<file path="config.mk">
export PLATFORM = sky130hd
export DESIGN_NAME = sigmoid_argmax_flat
export DESIGN_NICKNAME = d
export VERILOG_FILES = /design/src/rtl/sigmoid_pkg.sv /design/src/rtl/sigmoid_argmax_if.sv /design/src/rtl/fp_pos_gt.sv /design/src/rtl/sigmoid_argmax.sv /design/src/flat_wrapper.sv
export SDC_FILE = /design/constraint.sdc
export NUM_CORES = 1
export LEC_CHECK = 0
export ABC_CLOCK_PERIOD_IN_PS = 3700
export BUFFER_PORTS_ARGS = -buffer_cell sky130_fd_sc_hd__buf_4
export CAP_MARGIN = 10
export CORE_MARGIN = 3
export CORE_UTILIZATION = 58
export CTS_BUF_LIST = sky130_fd_sc_hd__clkbuf_8
export CTS_CLUSTER_SIZE = 16
export DETAILED_ROUTE_END_ITERATION = 7
export PLACE_DENSITY = 0.87
export RECOVER_POWER = 50
export SLEW_MARGIN = 10
export SYNTH_ARGS = -nofsm -noshare
export SYNTH_HDL_FRONTEND = slang
export SYNTH_SLANG_ARGS = --single-unit
</file>
<file path="constraint.sdc">
create_clock -name clk -period 3.7 [get_ports clk]
set_input_delay 0.74 -clock clk [delete_from_list [all_inputs] [get_ports clk]]
set_output_delay 0.74 -clock clk [all_outputs]
set_load 0.005 [all_outputs]
</file>
<file path="src/rtl/sigmoid_pkg.sv">
// Shared constants and types for the sigmoid activation / classifier slice.
// Contents: float32 constants, NaN exponent pattern, classifier FSM state enum.
package sigmoid_pkg;

  localparam int unsigned FP_W      = 32;
  localparam int unsigned FP_EXP_W  = 8;
  localparam int unsigned FP_MANT_W = 23;

  localparam logic [FP_W-1:0]     FP_ZERO    = 32'h0000_0000;
  localparam logic [FP_W-1:0]     FP_HALF    = 32'h3F00_0000;
  localparam logic [FP_W-1:0]     FP_ONE     = 32'h3F80_0000;
  localparam logic [FP_EXP_W-1:0] FP_EXP_NAN = 8'hFF;

  typedef enum logic [0:0] {
    COLLECT = 1'b0,
    HOLD    = 1'b1
  } state_e;

endpackage

</file>
<file path="src/rtl/sigmoid_argmax_if.sv">
// Beat-input and result-output handshake bundle of the argmax classifier.
// master: upstream/downstream side (drives in_*, out_ready).
// slave : classifier side (drives in_ready, out_*).
interface sigmoid_argmax_if #(
  parameter int unsigned NUM_CLASSES = 10
);
  localparam int unsigned IDX_W = $clog2(NUM_CLASSES);

  logic             in_valid;
  logic             in_ready;
  logic [31:0]      in_data;
  logic             in_last;
  logic             out_valid;
  logic             out_ready;
  logic [IDX_W-1:0] out_index;
  logic [31:0]      out_value;
  logic             out_confident;
  logic             out_err;

  modport master (
    output in_valid, in_data, in_last, out_ready,
    input  in_ready, out_valid, out_index, out_value, out_confident, out_err
  );

  modport slave (
    input  in_valid, in_data, in_last, out_ready,
    output in_ready, out_valid, out_index, out_value, out_confident, out_err
  );

endinterface

</file>
<file path="src/rtl/fp_pos_gt.sv">
// Combinational compare of float32 a against b for non-negative values.
// Ports: a, b (float32); a_valid (a is +0..+inf, not NaN);
//        a_gt_b / a_ge_b (31-bit magnitude compare, sign ignored).
// For positive IEEE-754 values the magnitude bits order like unsigned ints.
module fp_pos_gt
  import sigmoid_pkg::*;
(
  input  logic [FP_W-1:0] a,
  input  logic [FP_W-1:0] b,
  output logic            a_valid,
  output logic            a_gt_b,
  output logic            a_ge_b
);

  logic a_is_nan;

  always_comb begin
    a_is_nan = (a[FP_W-2 -: FP_EXP_W] == FP_EXP_NAN) && (a[FP_MANT_W-1:0] != '0);
    a_valid  = !a[FP_W-1] && !a_is_nan;
    a_gt_b   = a[FP_W-2:0] >  b[FP_W-2:0];
    a_ge_b   = a[FP_W-2:0] >= b[FP_W-2:0];
  end

endmodule

</file>
<file path="src/rtl/sigmoid_argmax.sv">
// Output-layer argmax over a serial frame of NUM_CLASSES float32 activations.
// Ports: clk, rst_n (async active-low); bus (slave) carries the beat input
//        (in_valid/in_ready/in_data/in_last) and the held result
//        (out_valid/out_ready/out_index/out_value/out_confident/out_err);
//        frame_count counts accepted results, wrapping at 16 bits.
module sigmoid_argmax
  import sigmoid_pkg::*;
#(
  parameter int unsigned     NUM_CLASSES = 10,
  parameter logic [FP_W-1:0] THRESH      = FP_HALF
) (
  input  logic              clk,
  input  logic              rst_n,
  sigmoid_argmax_if.slave   bus,
  output logic [15:0]       frame_count
);

  localparam int unsigned      IDX_W    = $clog2(NUM_CLASSES);
  localparam logic [IDX_W-1:0] LAST_IDX = IDX_W'(NUM_CLASSES - 1);

  state_e            state_q, state_d;
  logic [IDX_W-1:0]  cnt_q;
  logic [FP_W-1:0]   best_val_q;
  logic [IDX_W-1:0]  best_idx_q;
  logic              any_valid_q;

  logic              accept;
  logic              at_end;
  logic              frame_end;
  logic              frame_err;
  logic              release_res;
  logic              beat_valid, beat_gt, beat_ge_unused;
  logic              cand_valid_unused, cand_gt_unused, cand_ge_thresh;
  logic              win;
  logic [FP_W-1:0]   cand_val;
  logic [IDX_W-1:0]  cand_idx;
  logic              cand_any;

  // Incoming beat against the current best.
  fp_pos_gt u_win_cmp (
    .a       (bus.in_data),
    .b       (best_val_q),
    .a_valid (beat_valid),
    .a_gt_b  (beat_gt),
    .a_ge_b  (beat_ge_unused)
  );

  // Post-beat winner against the confidence threshold.
  fp_pos_gt u_thr_cmp (
    .a       (cand_val),
    .b       (THRESH),
    .a_valid (cand_valid_unused),
    .a_gt_b  (cand_gt_unused),
    .a_ge_b  (cand_ge_thresh)
  );

  // Winner selection including the beat on the bus this cycle.
  always_comb begin
    accept      = bus.in_valid && bus.in_ready;
    at_end      = (cnt_q == LAST_IDX);
    frame_end   = accept && (bus.in_last || at_end);
    // Early in_last or a missing in_last at the final slot are both errors.
    frame_err   = bus.in_last ^ at_end;
    release_res = (state_q == HOLD) && bus.out_ready;
    // Strictly-greater keeps the lower index on ties.
    win         = beat_valid && (!any_valid_q || beat_gt);
    cand_val    = win ? bus.in_data : best_val_q;
    cand_idx    = win ? cnt_q : best_idx_q;
    cand_any    = any_valid_q || beat_valid;
  end

  // Next-state logic.
  always_comb begin
    state_d = state_q;
    case (state_q)
      COLLECT: if (frame_end)     state_d = HOLD;
      HOLD:    if (bus.out_ready) state_d = COLLECT;
      default: state_d = COLLECT;
    endcase
  end

  // State register and handshake outputs.
  always_ff @(posedge clk or negedge rst_n) begin
    if (!rst_n) begin
      state_q       <= COLLECT;
      bus.in_ready  <= 1'b0;
      bus.out_valid <= 1'b0;
    end else begin
      state_q       <= state_d;
      bus.in_ready  <= (state_d == COLLECT);
      bus.out_valid <= (state_d == HOLD);
    end
  end

  // Running argmax, frame counter and held result.
  always_ff @(posedge clk or negedge rst_n) begin
    if (!rst_n) begin
      cnt_q             <= '0;
      best_val_q        <= FP_ZERO;
      best_idx_q        <= '0;
      any_valid_q       <= 1'b0;
      frame_count       <= '0;
      bus.out_index     <= '0;
      bus.out_value     <= FP_ZERO;
      bus.out_confident <= 1'b0;
      bus.out_err       <= 1'b0;
    end else if (release_res) begin
      cnt_q       <= '0;
      best_val_q  <= FP_ZERO;
      best_idx_q  <= '0;
      any_valid_q <= 1'b0;
      frame_count <= frame_count + 16'd1;
    end else if (accept) begin
      best_val_q  <= cand_val;
      best_idx_q  <= cand_idx;
      any_valid_q <= cand_any;
      if (!frame_end) begin
        cnt_q <= cnt_q + IDX_W'(1);
      end else begin
        // With no valid beat, cand_idx/cand_val are still the cleared 0s.
        bus.out_index     <= cand_idx;
        bus.out_value     <= cand_val;
        bus.out_confident <= cand_any && cand_ge_thresh;
        bus.out_err       <= frame_err || !cand_any;
      end
    end
  end

endmodule

</file>
<file path="src/flat_wrapper.sv">
// flat-port wrapper written by rule: the top's interface ports become plain ports
module sigmoid_argmax_flat import sigmoid_pkg::*;
#(
  parameter int unsigned     NUM_CLASSES = 10,
  parameter logic [FP_W-1:0] THRESH      = FP_HALF
)
  (clk, rst_n, frame_count, bus_in_valid, bus_in_data, bus_in_last, bus_out_ready, bus_in_ready, bus_out_valid, bus_out_index, bus_out_value, bus_out_confident, bus_out_err);
  sigmoid_argmax_if #(.NUM_CLASSES(NUM_CLASSES)) bus_i ();
  input  logic clk;
  input  logic rst_n;
  output logic [15:0] frame_count;
  input wire logic [$bits(bus_i.in_valid)-1:0] bus_in_valid;
  input wire logic [$bits(bus_i.in_data)-1:0] bus_in_data;
  input wire logic [$bits(bus_i.in_last)-1:0] bus_in_last;
  input wire logic [$bits(bus_i.out_ready)-1:0] bus_out_ready;
  output wire logic [$bits(bus_i.in_ready)-1:0] bus_in_ready;
  output wire logic [$bits(bus_i.out_valid)-1:0] bus_out_valid;
  output wire logic [$bits(bus_i.out_index)-1:0] bus_out_index;
  output wire logic [$bits(bus_i.out_value)-1:0] bus_out_value;
  output wire logic [$bits(bus_i.out_confident)-1:0] bus_out_confident;
  output wire logic [$bits(bus_i.out_err)-1:0] bus_out_err;
  assign bus_i.in_valid = bus_in_valid;
  assign bus_i.in_data = bus_in_data;
  assign bus_i.in_last = bus_in_last;
  assign bus_i.out_ready = bus_out_ready;
  assign bus_in_ready = bus_i.in_ready;
  assign bus_out_valid = bus_i.out_valid;
  assign bus_out_index = bus_i.out_index;
  assign bus_out_value = bus_i.out_value;
  assign bus_out_confident = bus_i.out_confident;
  assign bus_out_err = bus_i.out_err;
  sigmoid_argmax #(.NUM_CLASSES(NUM_CLASSES), .THRESH(THRESH)) u_core (.clk(clk), .rst_n(rst_n), .bus(bus_i), .frame_count(frame_count));
endmodule
</file>
# [Yosys cells after proc, flatten, opt, wreduce, memory -nomap -nowiden]
# Index checks and enable logic that the tools add are counted.
# Widths: inputs -> output; s select.
[op_classes] muxes=14 n_reduce_logical=19 eq_ne=3 bitwise_logic=4 addsub=2 n_mul=0 n_div=0 n_lt_le_gt_ge=2 shift=0
[op_table] cell="$mux 32" n=3
[op_table] cell="$ge 31x30->1 const B" n=1
[op_table] cell="$gt 31x31->1" n=1
[op_table] cell="$mux 4" n=6
[op_table] cell="$reduce_bool 23->1" n=1
[op_table] cell="$add 16x1->16 const B" n=1
[op_table] cell="$eq 8x8->1 const B" n=1
[op_table] cell="$logic_and 1x1->1" n=7
[op_table] cell="$add 4x1->4 const B" n=1
[op_table] cell="$eq 4x4->1 const B" n=1
[op_table] cell="$logic_not 1->1" n=4
[op_table] cell="$logic_or 1x1->1" n=4
[op_table] cell="$mux 1" n=4
[op_table] cell="$not 1->1" n=3
[op_table] cell="$reduce_and 3->1" n=1
[op_table] cell="$ne 2x2->1 const B" n=1
[op_table] cell="$pmux 1 s2" n=1
[op_table] cell="$reduce_and 2->1" n=1
[op_table] cell="$reduce_bool 2->1" n=1
[op_table] cell="$xor 1x1->1" n=1
[word_totals] latchBits=0 elab_cells=55 ram_bits=0 output_inout_bits=56 n_memories=0 inputBits=37 romBits=0 register_bits=97

# [Logic depth before layout (Yosys ltp)]
# Gate-level depths: netlist of run 1.
[depth] depth_word=8 ltp_mapped=10 mapped_depth_nobuf=8

# [Hierarchy]
# Synthesis of run 1 repeated with hierarchy kept, for this count alone.
[unflattened] hier_cells=639 hier_area_um2=6298.5
[by_module_without_submodules] module="sigmoid_argmax" area_each_um2=4486.8 seq_area_each_um2=2427.3 cells_per_inst=387 instances=1
[by_module_without_submodules] module="fp_pos_gt" area_each_um2=905.9 seq_area_each_um2=0.0 cells_per_inst=126 instances=2

# [Worst setup path before layout of run 1]
# No wires, ideal clock.
[synth_timing] path_type="input to register" from="input bus_in_data[29]" to="register u_core.best_val_q[22]" path_slack_ns=0.697 stages=8 t_required_ns=3.578 path_buffers=2 t_arrival_ns=2.881 setup_time_ns=0.122 path_cell_list="ha_1 nand4_1 or4_1 a2111o_1 a21o_1 buf_6 buf_6 a32o_1"
[synth_via] elab_chain_len=8 word_cells_on_any_way=10 cone_classes="order compare (1); eq/ne (1); mux (3); reduce/logical (5)"
[synth_rtl] item="start: declaration" line="flat_wrapper.sv:13" source="input wire logic [$bits(bus_i.in_data)-1:0] bus_in_data;"
[synth_rtl] item="parallel branches: the longest is 4 deep, another holds $gt 31x31->1"
[synth_rtl] item="$logic_and 1x1->1 *" line="sigmoid_argmax.sv:66" source="win = beat_valid && (!any_valid_q || beat_gt);"
[synth_rtl] item="$mux 32 *" line="sigmoid_argmax.sv:67" source="cand_val = win ? bus.in_data : best_val_q;"
[synth_rtl] item="$mux 32 *" line="sigmoid_argmax.sv:113" source="end else if (accept) begin"
[synth_rtl] item="$mux 32 *" line="sigmoid_argmax.sv:107" source="end else if (release_res) begin"
[synth_rtl] item="end signal: assignment" line="sigmoid_argmax.sv:114" source="best_val_q <= cand_val;"
[synth_rtl] item="end: declaration" line="sigmoid_argmax.sv:23" source="logic [FP_W-1:0] best_val_q;"
# Every way passes the cells marked *. The select of a mux whose other input is x is not followed.
# A chain may end at the register's enable or synchronous reset.

# [Final worst setup path of run 1]
[layout_timing] from="input bus_in_data[13]" to="register u_core.bus.out_value[2]"
[layout_via] elab_chain_len=6 word_cells_on_any_way=8 cone_classes="order compare (1); mux (1); reduce/logical (6)"
[layout_rtl] item="parallel branches: the longest is 4 deep, another holds $gt 31x31->1"
[layout_rtl] item="$logic_and 1x1->1 *" line="sigmoid_argmax.sv:66"
[layout_rtl] item="$mux 32 *" line="sigmoid_argmax.sv:67"
[layout_rtl] item="end signal: assignment" line="sigmoid_argmax.sv:122" source="bus.out_value <= cand_val;"
[layout_rtl] item="end: declaration" line="sigmoid_argmax_if.sv:27" source="output in_ready, out_valid, out_index, out_value, out_confident, out_err"
# Every way passes the cells marked *.

==> summary.txt, run 1 <==
worst path arrival time -> 3.27 ns
sw power -> 0.00121 W
num rows -> 33
slew margin rel. -> -0.298
fin crit share -> 0.806
area share of fa/ha/maj cells after synthesis -> 0.0848
DRT antenna net count -> 0
grt total ovfl -> 0
synth-to-layout area growth -> 19.2%
CTS Buffer Depth -> 2
Worst setup SP type -> input port
Hold Startpoint -> u_core.frame_count[15]
Placed Cells -> 707
I/O pin count -> 93
Worst-Skew Late Latency -> 0.38 ns
via count -> 4569
Crit Path Category -> input port to flop
Die Span Y -> 100 um
PortBufs -> 92
Net Sw Frac -> 0.360
worst hold endpoint -> u_core.frame_count[15]
Post-CTS Resized -> 0
detailed-route vias per instance -> 6.32
Initial Util -> 0.613
Max stage delay cell, worst path -> a221oi_1
worst-path cell chain -> buf_4 -> ha_1 -> a21oi_1 -> nand2_1 -> a221oi_1 -> a2111o_1 -> buf_4 -> nand2_1 -> buf_12 -> o211ai_1
GRT Util Overall -> 0.269
Worst-path clk slew -> 0.11 ns
final clock skew -> 0.0120 ns
Final Hold Fails -> 0
postcts setup bufs -> 0
post-synth cell types -> 40
cells on worst reg2reg path -> 8
TritonCTS Buffers -> 9
Yosys warning count -> 0
fillcell total -> 607
worst-path fanout max -> 20
non-filler cells, final -> 723
share of layout cells above drive strength 1 -> 0.201
routability cong. -> 0.845
compound-gate portion of the synthesized area -> 0.209
hold path depth -> 1
number of remaining DRC errors -> 0
post-synth design cell area -> 5170 um^2
Synth Area in Simple Gates -> 0.146
Slew Viols, Final -> 79
number of global-route vias before repair -> 4547
R2R Setup Slk -> 0.75 ns
clock root buffer -> clkbuf_8
Clk pwr share -> 0.202
failing checks -> max-capacitance violations, max-slew violations
# hold bufs at CTS -> 0
status -> finished with violations
first-pass GRT wire length -> 22000 um
type of the worst min-delay path -> flop to flop
Routed Wire Length -> 13100 um
initial antenna violation count -> 0
cells after synthesis -> 529
XOR/XNOR Fraction of Synth Area -> 0.0288
Max Fclk -> 335 MHz
syn_nets -> 601
Slowest Stage Delay on Critical Path -> 0.65 ns
Reg power frac -> 0.464
Die Wd -> 100 um
commonest non-fill, non-tap cell in the layout -> dfrtp_1
DR WL/cell -> 18.1 um
setup violators final -> 0
VDD IR-drop max -> 0.000303 V
largest family of logic cells by synthesized area -> compound AO/OA/AOI/OAI gates
design area -> 6160 um^2
Yosys top cell area share -> 0.470
largest net degree at the start of global routing -> 46
area leader, netlist -> dfrtp_1
die area -> 10100 um^2
HPWL after DPL -> 9470 um
synthesized area per cell -> 9.77 um^2
Int Power -> 0.00216 W
CP Capture Type -> flop
CTS tree -> built
Placed Area -> 5980 um^2
core area -> 8420 um^2
TritonCTS Sinks -> 97
most used flip-flop cell after synthesis -> dfrtp_1
1st-pass router iterations -> 5
Area contributors post-synth -> dfrtp_1 47%, ha_1 8.5%, o211ai_1 6.8%, a32o_1 6.4%, nand2_1 5.5%
post-synthesis mux area share -> 0.00581
EDFF count, synth -> 0
most frequent cells in the layout -> 97 x dfrtp_1, 78 x buf_4, 76 x nand2_1
Max Cap Viol -> 2
Ant. Diodes -> 0
Sum Neg Setup Slack -> 0 ns
nets -> 685
Min Clock Period, post-route -> 2.98 ns
H-tree depth -> 3
Seq cells post-synth -> 97
WP data required -> 3.99 ns
worst r2r src -> u_core.best_val_q[30]
Power per Cell Area -> 548 nW/um^2
Worst Tran Pin Value -> 1.95 ns
sequential area share after synthesis -> 0.470
Async S/R FF share, synth -> 1.00
reg2reg end -> u_core.best_val_q[10]
combinational power share -> 0.334
RSZ-0062 raised after global routing -> false
First DRT Iteration DRCs -> 211
Leak -> 2.72 nW
-- worst max path at each step --
stage,from,endpoint,slack [ns],cells after the start
after global routing,u_core.best_val_q[29],u_core.best_val_q[10],0.55,9
after detailed placement,bus_in_data[13],u_core.bus.out_value[2],0.37,9
after floorplan,bus_in_data[29],u_core.best_val_q[22],0.70,8
final,bus_in_data[13],u_core.bus.out_value[2],0.72,10
after global placement,bus_in_data[29],u_core.best_val_q[4],0.44,8
after CTS,bus_in_data[4],u_core.bus.out_value[2],0.76,10
-- cell families after synthesis --
group / Yosys count
compound gates: 144
xor+xnor: 17
fa+ha+maj: 35
buf+inv: 68
flops: 97
mux: 3
simple gates: 165
-- sequential cells by signal, summed over array words and instances, names as in the netlist --
name and count:
u_core.best_val_q 32, u_core.bus.out_value 32, u_core.frame_count 16, u_core.best_idx_q 4, u_core.bus.out_index 4, u_core.cnt_q 4, u_core.any_valid_q 1, u_core.bus.in_ready 1
u_core.bus.out_confident 1, u_core.bus.out_err 1, u_core.bus.out_valid 1
-- power by group through the flow --
stage | combinational [W] | clock, W | sequential [W]
CTS | 0.00114 | 0.000682 | 0.00156
global route | 0.00126 | 0.000723 | 0.00160
detailed placement | 0.00113 | 0 | 0.00159
floorplan | 0.000621 | 0 | 0.00155
finish | 0.00113 | 0.000683 | 0.00157
global placement | 0.00107 | 0 | 0.00157
-- synthesized netlist by cell type, types with 2 or more instances --
| master | count |
|---|---|
| and3_1 | 4 |
| ha_1 | 35 |
| nand3b_1 | 2 |
| or3_1 | 2 |
| nor4_1 | 10 |
| o211ai_1 | 47 |
| nor2_1 | 24 |
| nand3_1 | 24 |
| nand2_1 | 76 |
| and2_1 | 2 |
| o22ai_1 | 2 |
| o21a_1 | 2 |
| nor3_1 | 2 |
| a31oi_1 | 14 |
| dfrtp_1 | 97 |
| a32o_1 | 33 |
| xnor2_1 | 13 |
| mux2i_1 | 3 |
| buf_2 | 3 |
| or2_2 | 2 |
| clkbuf_1 | 25 |
| nand4_1 | 14 |
| inv_1 | 36 |
| xor2_1 | 4 |
| a21oi_1 | 15 |
| o22a_1 | 2 |
| o21ai_0 | 20 |
| buf_6 | 4 |
-- final cells by class --
| type | instances | area (um^2) | area share |
|---|---|---|---|
| Multi-Input combinational cell | 364 | 2470 | 0.402 |
| Sequential cell | 97 | 2430 | 0.394 |
| Timing Repair Buffer | 105 | 801 | 0.130 |
| Inverter | 36 | 135 | 0.0220 |
| Tap cell | 105 | 131 | 0.0213 |
| Clock buffer | 9 | 124 | 0.0201 |
| Clock inverter | 7 | 63.8 | 0.0104 |
-- layer usage --
metal / track usage / wire length (um) / up-vias
met5: 0 / 0 / -
met1: 0.358 / 5310 / 2238
met3: 0.0452 / 814 / 33
met4: 0.107 / 326 / 0
met2: 0.439 / 6600 / 175
li1: - / - / 2123
-- worst max-delay path: cells and delay by family --
family	cells	cell delay, ns
compound gates	4	1.30
fa+ha+maj	1	0.34
buf+inv	3	0.58
simple gates	2	0.29
-- per-stage QoR --
stage / setup WS, ns / total power [W] / utilization / hold WS, ns
after floorplan: 0.697 / 0.00217 / - / 0.444
after global placement: 0.437 / 0.00264 / 0.710 / 0.468
after detailed placement: 0.371 / 0.00272 / 0.710 / 0.471
after CTS: 0.763 / 0.00339 / 0.732 / 0.300
after global routing: 0.551 / 0.00359 / 0.731 / 0.531
final: 0.718 / 0.00337 / 0.731 / 0.488
(Power assumes the default switching activity.)
==> run 2, diff against run 1 <==
--- a/config.mk
+++ b/config.mk
@@ -5,7 +5,8 @@
 export SDC_FILE = /design/constraint.sdc
 export NUM_CORES = 1
 export LEC_CHECK = 0
-export ABC_CLOCK_PERIOD_IN_PS = 3700
+export ABC_AREA = 1
+export ABC_CLOCK_PERIOD_IN_PS = 2800
 export BUFFER_PORTS_ARGS = -buffer_cell sky130_fd_sc_hd__buf_4
 export CAP_MARGIN = 10
 export CORE_MARGIN = 3
@@ -13,7 +14,7 @@
 export CTS_BUF_LIST = sky130_fd_sc_hd__clkbuf_8
 export CTS_CLUSTER_SIZE = 16
 export DETAILED_ROUTE_END_ITERATION = 7
-export PLACE_DENSITY = 0.87
+export PLACE_DENSITY = 0.88
 export RECOVER_POWER = 50
 export SLEW_MARGIN = 10
 export SYNTH_ARGS = -nofsm -noshare
==> constraint.sdc (replaced) <==
create_clock -name clk -period 2.8 [get_ports clk]
set_input_delay 0.56 -clock clk [delete_from_list [all_inputs] [get_ports clk]]
set_output_delay 0.56 -clock clk [all_outputs]
set_load 0.005 [all_outputs]
==> summary.txt, run 2 <==
Worst-Skew Late Latency -> 0.36 ns (-0.02 ns)
DRT antenna net count -> 0 (unchanged)
clock root buffer -> clkbuf_8
Worst setup SP type -> flop
R2R Setup Slk -> 0.38 ns (-0.37 ns)
RSZ-0062 raised after global routing -> false
Final Hold Fails -> 0 (unchanged)
Async S/R FF share, synth -> 1.00 (unchanged)
Area contributors post-synth -> dfrtp_1 49%, nand2_1 11%, ha_1 8.8%, inv_1 5.2%, o21ai_1 4.9%
synth-to-layout area growth -> 19.2% (about the same)
TritonCTS Sinks -> 97 (unchanged)
worst path arrival time -> 2.64 ns (-0.63 ns)
slew margin rel. -> 0.149 (+0.447)
Slew Viols, Final -> 0 (-100%)
initial antenna violation count -> 0 (unchanged)
Max Fclk -> 413 MHz
GRT Util Overall -> 0.245 (-0.0243)
biggest regs -> u_core.best_val_q: 32 flops, u_core.bus.out_value: 32 flops, u_core.frame_count: 16 flops
HPWL after DPL -> 8460 um (-11%)
PortBufs -> 92 (unchanged)
number of remaining DRC errors -> 0 (unchanged)
via count -> 4276 (-6.4%)
commonest non-fill, non-tap cell in the layout -> nand2_1
design area -> 5960 um^2 (-3.1%)
Sum Neg Setup Slack -> 0 ns (unchanged)
worst r2r src -> u_core.best_val_q[14]
Reg area -> 2430 um^2 (unchanged)
area leader, netlist -> dfrtp_1
CTS tree -> built
Placed Area -> 5810 um^2 (-2.8%)
most frequent cell after synthesis -> nand2_1
synthesized area per cell -> 8.67 um^2 (-11%)
Die Span Y -> 98.9 um (-1.5%)
DR WL/cell -> 14.8 um (-18%)
Worst Tran Pin Value -> 1.28 ns (-0.671 ns)
post-synth cell types -> 36 (-10%)
syn_nets -> 649 (+8.0%)
final clock skew -> 0.0142 ns (+0.00214 ns)
number of global-route vias before repair -> 4232 (-6.9%)
detailed-route vias per instance -> 5.50 (-13%)
fin crit share -> 0.864
Initial Util -> 0.603 (-0.0104)
EDFF count, synth -> 0 (unchanged)
most frequent cells in the layout -> 149 x nand2_1, 97 x dfrtp_1, 75 x buf_4
share of layout cells above drive strength 1 -> 0.192 (-0.00868)
Seq cells post-synth -> 97 (unchanged)
1st-pass router iterations -> 6 (+1)
First DRT Iteration DRCs -> 194 (-8.1%)
die area -> 9780 um^2 (-3.0%)
fillcell total -> 580 (-4.4%)
cells after synthesis -> 577 (+9.1%)
Post-synth top cells -> 147 x nand2_1, 97 x dfrtp_1, 69 x inv_1, 49 x o21ai_1, 36 x o22ai_1
first-pass GRT wire length -> 19400 um (-12%)
cells on worst reg2reg path -> 14 (+6)
Ant. Diodes -> 0 (unchanged)
nets -> 739 (+7.9%)
Placed Cells -> 761 (+7.6%)
Post-CTS Resized -> 0 (unchanged)
routability cong. -> 0.841 (-0.45%)
WP data required -> 3.02 ns (-0.97 ns)
num rows -> 33 (unchanged)
most used flip-flop cell after synthesis -> dfrtp_1
Max Cap Viol -> 0 (-2)
CP startpoint -> u_core.best_val_q[14]
TritonCTS Buffers -> 9 (unchanged)
Leak -> 3.11 nW (+14%)
Power per Cell Area -> 835 nW/um^2 (+52%)
area of the multi-input gates -> 2170 um^2 (-12%)
core area -> 8300 um^2 (-1.5%)
type of the worst min-delay path -> input port to async pin
# hold bufs at CTS -> 0 (unchanged)
largest net degree at the start of global routing -> 52 (+13%)
Yosys top cell area share -> 0.485 (+0.0153)
CP Capture Type -> flop
non-filler cells, final -> 777 (+7.5%)
grt total ovfl -> 0 (unchanged)
postcts setup bufs -> 0 (unchanged)
I/O pin count -> 93 (unchanged)
Yosys warning count -> 0 (unchanged)
worst-path fanout max -> 42 (+110%)
post-synth design cell area -> 5000 um^2 (-3.1%)
Routed Wire Length -> 11500 um (-12%)
reg2reg end -> u_core.bus.out_value[20]
sequential area share after synthesis -> 0.485 (+0.0153)
Die Wd -> 98.9 um (-1.5%)
Min Clock Period, post-route -> 2.42 ns
status -> complete, no violations
VDD IR-drop max -> 0.000524 V (+73%)
H-tree depth -> 3 (unchanged)
worst setup path end -> u_core.bus.out_value[20]
Crit Path Category -> flop to flop
Worst-path clk slew -> 0.10 ns (about the same)
CTS Buffer Depth -> 2 (unchanged)
setup violators final -> 0 (unchanged)
## run 2: changes by cell type after synthesis, moves of 12 or more
cell / delta
nand2_1: +71
o21ai_1: +49
o211ai_1: -46
o22ai_1: +34
a32o_1: -33
inv_1: +33
a31oi_1: -14
nand3_1: -13
clkbuf_1: -12
## run 2: layout make-up
class	instances	area share
well taps	105	0.0220
flip-flops and latches	97	0.407
clock inverters	6	0.0120
inverters	71	0.0449
multi-input cells	388	0.365
clock buffers	10	0.0231
repair buffers	100	0.126
## run 2: critical path, cell delays in order, from the launching register on
cell and delay, ns:
dfrtp_1 0.34, inv_1 0.06, ha_1 0.30, nand2_1 0.08
nor2_2 0.14, nand2_1 0.08, nor3_1 0.24, nand3b_1 0.11
nand2_1 0.10, nand2_2 0.06, nand2_2 0.21, buf_12 0.25
nand2_1 0.08, o21ai_1 0.11, o21ai_0 0.11
## run 2: routing by layer
metal  routed length (um)  GRT usage  share of wire  vias to the layer above
li1                     -          -              -                     2087
met1                 5000      0.326           0.43                     2052
met2                 5760      0.407           0.50                      118
met3                  533     0.0333          0.046                       19
met4                  214     0.0945          0.019                        0
met5                    0          0              0                        -
## run 2: kinds of logic after synthesis
group           count (synthesis)  synth area share
flops                          97             0.485
xor+xnor                       15            0.0263
fa+ha+maj                      35            0.0875
compound gates                121             0.134
buf+inv                        92            0.0733
simple gates                  217             0.194
## run 2: worst min path at each step
stage / cells past startpoint / start / to / slack (ns)
after floorplan: 0 / rst_n / u_core.any_valid_q / 0.26
after global placement: 1 / u_core.frame_count[15] / u_core.frame_count[15] / 0.46
after detailed placement: 1 / u_core.frame_count[15] / u_core.frame_count[15] / 0.46
after CTS: 1 / rst_n / u_core.bus.out_value[4] / 0.24
after global routing: 3 / bus_out_ready / u_core.bus.in_ready / 0.47
final: 1 / rst_n / u_core.bus.out_value[4] / 0.46
## run 2: report_power, final
group	internal, W	leakage [nW]	switching (W)
sequential	0.00185	1.23	0.000260
clock	0.000447	0.0999	0.000503
combinational	0.000865	1.79	0.00105
total	0.00317	3.11	0.00181
## run 2: per-stage QoR
| stage | util | hold slack, ns | power [W] | setup slack, ns |
|---|---|---|---|---|
| final | 0.719 | 0.460 | 0.00498 | 0.381 |
| after global routing | 0.719 | 0.473 | 0.00538 | 0.100 |
| after CTS | 0.726 | 0.239 | 0.00504 | 0.393 |
| after detailed placement | 0.700 | 0.460 | 0.00409 | 0.105 |
| after global placement | 0.700 | 0.458 | 0.00397 | 0.192 |
| after floorplan | - | 0.264 | 0.00323 | 0.584 |
